==> src/rtl/spi_ram_arbiter.sv <==
// spi_ram_arbiter: shares one SPI RAM controller between two bus masters.
//   Requester 0 is the CPU data port, requester 1 a secondary master (UART
//   loader / DMA). Single-cycle rd/wr strobes are latched into per-requester
//   pending slots and serialised onto the controller one at a time.
//
// Ports:
//   clk, resetn                 clock, asynchronous active-low reset
//   reqN_addr/wdata/rd/wr       requester N strobe interface (N = 0, 1)
//   reqN_rbusy/wbusy/rdata      requester N status and last read result
//   ram_addr/wdata/rd/wr        command to the SPI RAM controller
//   ram_rbusy/wbusy/rdata       controller status and read data
//
// Build option:
//   SPI_ARB_ROUND_ROBIN_EN  defined: ties go to the requester not granted last.
//                           undefined: requester 0 always wins ties.
module spi_ram_arbiter #(
  parameter int unsigned AW = 20,
  parameter int unsigned DW = 32
) (
  input  logic          clk,
  input  logic          resetn,
  input  logic [AW-1:0] req0_addr,
  input  logic [DW-1:0] req0_wdata,
  input  logic          req0_rd,
  input  logic          req0_wr,
  output logic          req0_rbusy,
  output logic          req0_wbusy,
  output logic [DW-1:0] req0_rdata,
  input  logic [AW-1:0] req1_addr,
  input  logic [DW-1:0] req1_wdata,
  input  logic          req1_rd,
  input  logic          req1_wr,
  output logic          req1_rbusy,
  output logic          req1_wbusy,
  output logic [DW-1:0] req1_rdata,
  output logic [AW-1:0] ram_addr,
  output logic [DW-1:0] ram_wdata,
  output logic          ram_rd,
  output logic          ram_wr,
  input  logic          ram_rbusy,
  input  logic          ram_wbusy,
  input  logic [DW-1:0] ram_rdata
);

  typedef enum logic [2:0] {
    S_IDLE     = 3'd0,
    S_ISSUE    = 3'd1,
    S_WAIT0    = 3'd2,
    S_WAIT     = 3'd3,
    S_COMPLETE = 3'd4
  } state_e;

  state_e state_q, state_d;

  // Requester inputs gathered into indexable form
  logic [1:0]    req_rd;
  logic [1:0]    req_wr;
  logic [AW-1:0] req_addr  [2];
  logic [DW-1:0] req_wdata [2];

  assign req_rd       = {req1_rd, req0_rd};
  assign req_wr       = {req1_wr, req0_wr};
  assign req_addr[0]  = req0_addr;
  assign req_addr[1]  = req1_addr;
  assign req_wdata[0] = req0_wdata;
  assign req_wdata[1] = req1_wdata;

  logic [1:0]    slot_valid_q, slot_valid_d;
  logic [1:0]    slot_wr_q, slot_wr_d;
  logic [AW-1:0] slot_addr_q  [2];
  logic [AW-1:0] slot_addr_d  [2];
  logic [DW-1:0] slot_wdata_q [2];
  logic [DW-1:0] slot_wdata_d [2];
  logic [1:0]    rbusy_q, wbusy_q;
  logic [DW-1:0] rdata_q [2];
  logic [DW-1:0] rdata_d [2];
  logic [AW-1:0] ram_addr_q, ram_addr_d;
  logic [DW-1:0] ram_wdata_q, ram_wdata_d;
  logic          ram_rd_q, ram_rd_d;
  logic          ram_wr_q, ram_wr_d;
  logic          grant_q, grant_d;
  logic          sel;
  logic          complete;

`ifdef SPI_ARB_ROUND_ROBIN_EN
  logic          last_q, last_d;
`endif

  assign complete = (state_q == S_COMPLETE);

  // Winner among currently valid slots
  always_comb begin : winner_sel
`ifdef SPI_ARB_ROUND_ROBIN_EN
    if (slot_valid_q[0] && slot_valid_q[1]) sel = ~last_q;
    else                                    sel = slot_valid_q[1];
`else
    sel = ~slot_valid_q[0];
`endif
  end

  // FSM state register
  always_ff @(posedge clk or negedge resetn) begin : state_reg
    if (!resetn) state_q <= S_IDLE;
    else         state_q <= state_d;
  end

  // FSM next state; WAIT0 deliberately ignores busy while it rises
  always_comb begin : next_state
    state_d = state_q;
    case (state_q)
      S_IDLE:     if (|slot_valid_q) state_d = S_ISSUE;
      S_ISSUE:    state_d = S_WAIT0;
      S_WAIT0:    state_d = S_WAIT;
      S_WAIT:     if (!(ram_rbusy || ram_wbusy)) state_d = S_COMPLETE;
      S_COMPLETE: state_d = S_IDLE;
      default:    state_d = S_IDLE;
    endcase
  end

  // FSM outputs: grant capture, controller command, read-data return
  always_comb begin : fsm_outputs
    grant_d     = grant_q;
    ram_addr_d  = ram_addr_q;
    ram_wdata_d = ram_wdata_q;
    ram_rd_d    = 1'b0;
    ram_wr_d    = 1'b0;
    rdata_d[0]  = rdata_q[0];
    rdata_d[1]  = rdata_q[1];
`ifdef SPI_ARB_ROUND_ROBIN_EN
    last_d      = last_q;
`endif
    // Strobe is registered so it is high exactly in the ISSUE cycle
    if (state_q == S_IDLE && (|slot_valid_q)) begin
      grant_d     = sel;
      ram_addr_d  = slot_addr_q[sel];
      ram_wdata_d = slot_wdata_q[sel];
      ram_rd_d    = ~slot_wr_q[sel];
      ram_wr_d    = slot_wr_q[sel];
`ifdef SPI_ARB_ROUND_ROBIN_EN
      last_d      = sel;
`endif
    end
    if (complete && !slot_wr_q[grant_q]) rdata_d[grant_q] = ram_rdata;
  end

  // Pending slots: completion clears the winner, an empty slot takes a strobe
  always_comb begin : slot_next
    for (int n = 0; n < 2; n++) begin
      slot_valid_d[n] = slot_valid_q[n];
      slot_wr_d[n]    = slot_wr_q[n];
      slot_addr_d[n]  = slot_addr_q[n];
      slot_wdata_d[n] = slot_wdata_q[n];
      if (complete && grant_q == 1'(n)) begin
        slot_valid_d[n] = 1'b0;
      end else if (!slot_valid_q[n] && (req_rd[n] || req_wr[n])) begin
        slot_valid_d[n] = 1'b1;
        slot_wr_d[n]    = req_wr[n];
        slot_addr_d[n]  = req_addr[n];
        slot_wdata_d[n] = req_wdata[n];
      end
    end
  end

  // Datapath registers
  always_ff @(posedge clk or negedge resetn) begin : data_reg
    if (!resetn) begin
      slot_valid_q    <= '0;
      slot_wr_q       <= '0;
      slot_addr_q[0]  <= '0;
      slot_addr_q[1]  <= '0;
      slot_wdata_q[0] <= '0;
      slot_wdata_q[1] <= '0;
      rbusy_q         <= '0;
      wbusy_q         <= '0;
      rdata_q[0]      <= '0;
      rdata_q[1]      <= '0;
      ram_addr_q      <= '0;
      ram_wdata_q     <= '0;
      ram_rd_q        <= 1'b0;
      ram_wr_q        <= 1'b0;
      grant_q         <= 1'b0;
`ifdef SPI_ARB_ROUND_ROBIN_EN
      last_q          <= 1'b1;
`endif
    end else begin
      slot_valid_q    <= slot_valid_d;
      slot_wr_q       <= slot_wr_d;
      slot_addr_q[0]  <= slot_addr_d[0];
      slot_addr_q[1]  <= slot_addr_d[1];
      slot_wdata_q[0] <= slot_wdata_d[0];
      slot_wdata_q[1] <= slot_wdata_d[1];
      rbusy_q         <= slot_valid_d & ~slot_wr_d;
      wbusy_q         <= slot_valid_d & slot_wr_d;
      rdata_q[0]      <= rdata_d[0];
      rdata_q[1]      <= rdata_d[1];
      ram_addr_q      <= ram_addr_d;
      ram_wdata_q     <= ram_wdata_d;
      ram_rd_q        <= ram_rd_d;
      ram_wr_q        <= ram_wr_d;
      grant_q         <= grant_d;
`ifdef SPI_ARB_ROUND_ROBIN_EN
      last_q          <= last_d;
`endif
    end
  end

  assign req0_rbusy = rbusy_q[0];
  assign req0_wbusy = wbusy_q[0];
  assign req0_rdata = rdata_q[0];
  assign req1_rbusy = rbusy_q[1];
  assign req1_wbusy = wbusy_q[1];
  assign req1_rdata = rdata_q[1];
  assign ram_addr   = ram_addr_q;
  assign ram_wdata  = ram_wdata_q;
  assign ram_rd     = ram_rd_q;
  assign ram_wr     = ram_wr_q;

endmodule

==> config.mk <==
export PLATFORM = sky130hd
export DESIGN_NAME = spi_ram_arbiter
export DESIGN_NICKNAME = d
export VERILOG_FILES = /design/src/rtl/spi_ram_arbiter.sv
export SDC_FILE = /design/constraint.sdc
export NUM_CORES = 1
export LEC_CHECK = 0
export BUFFER_PORTS_ARGS = -buffer_cell sky130_fd_sc_hd__buf_2
export CAP_MARGIN = 20
export CORE_MARGIN = 2
export CORE_UTILIZATION = 58
export CTS_BUF_LIST = sky130_fd_sc_hd__clkbuf_4 sky130_fd_sc_hd__clkbuf_8
export CTS_CLUSTER_DIAMETER = 60
export DETAILED_ROUTE_END_ITERATION = 10
export PLACE_DENSITY = 0.88
export SYNTH_ARGS = -nofsm -noshare
export SYNTH_HDL_FRONTEND = slang
export SYNTH_SLANG_ARGS = --single-unit
==> constraint.sdc <==
create_clock -name clk -period 3 [get_ports clk]
set_clock_uncertainty 0.15 [all_clocks]
set_input_delay 0.3 -clock clk [delete_from_list [all_inputs] [get_ports clk]]
set_output_delay 0.3 -clock clk [all_outputs]
set_load 0.03 [all_outputs]
==> results.md <==
* Mapped Avg Cell Area at 16.2 um^2
* Crit-path cells: nor3_1 -> o21a_2 -> buf_4 -> mux2_2
* Register area share after synthesis at 62.2%
* Net count reported at finish at 1159
* Setup TNS at 0 ns
* Cells on worst reg2reg path at 4
* Syn_nets at 724
* DR WL met2 at 13.5 mm
* FF-to-FF End: ram_wdata[29]
* Hold WC Path Type: input port to asynchronous set/reset pin
* GRT Total Usage at 30.8%
* Metal-1 WL at 9.58 mm
* DR top layer: met4
* Finished Layout Cells at 1261
* Data arrival time of the worst path at 2.35 ns
* Worst endpoint required time at 3.24 ns
* RSZ-0062 raised after global routing: false
* Port-buffer cells at 265
* Site row count at 46
* GRT Residual Overflow at 0
* Final Util at 83.4%
* CP Launch Type: flip-flop
* Reg-to-reg slack, setup at 0.89 ns
* Final Slew Violations at 0
* Outcome: complete, no violations
* Most common cell after layout, fill and taps aside: buf_2
* Peak VDD IR at 0.000700 V
* Synthesized netlist cell count at 580
* Placed Cells at 1045
* FMAX at 473 MHz
* Setup violators final at 0
* Layout area overhead at 40.7%
* DR pass1 iterations at 4
* Slew headroom at 52.5%
* Largest net degree at the start of global routing at 91
* Die height at 131 um
* Maximum clock insertion buffer count at 3
* Critical path class: flip-flop to flip-flop
* First-pass GRT wire length at 41.7 mm
* Final routed DRC violation total at 0
* Delay of the slowest critical-path stage at 0.46 ns
* Worst setup EP type: flip-flop
* Post-synthesis cell area at 0.00941 mm^2
* Routability cong. at 0.853
* Initial antenna violation count at 3
* Die Wd at 131 um
* Initial Utilization at 59.2%
* Antenna Nets Post-Route at 0
* Core Area at 0.0159 mm^2
* Library cells used by synthesis at 27
* Max_cap viols at 0
* Period Utilization, post-route at 70.5%
* DP HPWL at 14.8 mm
* Routed length on met3 at 1.89 mm
* DIE AREA at 0.0173 mm^2
* Tightest Pin Transition at 0.713 ns
* Worst path slowest cell: dfrtp_1
* Clock latency on the worst-skew pair at 0.52 ns
* Routed WL at 26.2 mm
* CTS buffer count at 38
* PD cells at 1010 mW/mm^2
* Final hold vios at 0
* Yosys warning count at 0
* Drt via density at 5.41
* Clk sink count at 234
* TritonCTS clock tree: built
* CTS H-tree depth at 2
* Commonest non-fill, non-tap cells in the layout: buf_2, mux2_2, dfrtp_1
* Crit Path Max Fanout at 31
* Clock slew at reported path FFs at 0.07 ns
* Leak at 6.23 nW
* FF-to-FF Start: state_q[2]
* Setup Buffers After CTS at 0
* WL/cell at 20.8 um
* Share of cells above drive strength 1 at 59.8%
* Num ports at 266
* Vias in the first global route at 7826
* CTS Root Cell: clkbuf_8
* DR vias at 6828
* 1st-iter DRT viols at 239
* FF+latch count, synth at 234
* Period minus WS final at 2.11 ns
## synthesized netlist by cell type, drive strengths merged
cell type	count	area (um^2)
a21oi	5	25.0
nor3	8	56.3
nor2	11	41.3
nand4	1	6.26
nor3b	1	7.51
inv	1	3.75
nand2	2	7.51
a21boi	1	7.51
nor4b	1	23.8
mux2	274	3120
nor4	1	6.26
and4bb	1	16.3
o21ai	1	5.00
o21a	2	15.0
clkbuf	8	30.0
and3	1	6.26
buf	22	141
mux2i	1	10.0
nand2b	2	12.5
nor2b	1	6.26
nand3	1	5.00
dfrtp	234	5860
## what timing repair did
action	4_1_cts	5_1_grt
hold buffers	146	0
gates resized for setup	0	0
hold endpoints to repair	263	0
## power by group
part	internal (W)	switching, W	leakage (nW)	total [W]
logic	0.00224	0.00281	3.01	0.00505
clock network	0.00161	0.00123	0.420	0.00284
registers	0.00465	0.000900	2.80	0.00555
## logic make-up after synthesis
group | share of synthesized area [%]
AOI/OAI and AO/OA | 0.558
buffers and inverters | 1.86
DFF | 62.2
muxes | 33.3
and+or+nand+nor | 2.07
## sequential cells by signal, summed over array words and instances (netlist names)
signal	cells
rbusy_q	2
slot_wdata_q	64
ram_addr	20
grant_q	1
req1_rdata	32
ram_wdata	32
ram_rd	1
ram_wr	1
slot_addr_q	40
slot_valid_q	2
req0_rdata	32
slot_wr_q	2
wbusy_q	2
state_q	3
## area by class of cell
class | count | area [um^2]
Fill cell | 782 | 2640
Inverter | 1 | 3.75
Timing Repair Buffer | 425 | 2930
Sequential cell | 234 | 5860
Tap cell | 216 | 270
Clock buffer | 63 | 767
Multi-Input combinational cell | 315 | 3390
Antenna cell | 4 | 10.0
Clock inverter | 3 | 17.5
## routing by layer
layer  vias to the layer above  track usage [%]
met2                       328             54.1
met4                         0             16.1
met3                        93             8.56
li1                       2947                -
met1                      3460             34.3
met5                         -                0
## critical path: cells and delay by family, from the launching register on
kind,cells,cell delay (ns)
AOI/OAI and AO/OA,1,0.21
buffers and inverters,1,0.38
DFF,1,0.46
muxes,1,0.39
and+or+nand+nor,1,0.36
## per-stage QoR
step                total power, W  area (um^2)  setup slack, ns  hold slack [ns]
global route                0.0140        13200            0.739            0.271
CTS                         0.0133        13200            0.891            0.254
detailed placement          0.0103        11000            0.928            0.207
global placement           0.00996        11000            0.948            0.187
floorplan                  0.00872         9410             1.14           -0.146
finish                      0.0134        13200            0.886            0.224
## how the worst max path moves through the flow
stage	start	end	slack, ns
5_1_grt	state_q[2]	ram_wdata[20]	0.74
2_1_floorplan	state_q[1]	slot_addr_q[10]	1.14
3_5_place_dp	state_q[2]	ram_wdata[21]	0.93
3_3_place_gp	state_q[2]	ram_wdata[6]	0.95
4_1_cts	state_q[2]	ram_wdata[21]	0.89
6_report	state_q[2]	ram_wdata[29]	0.89
(Power assumes the default switching activity.)
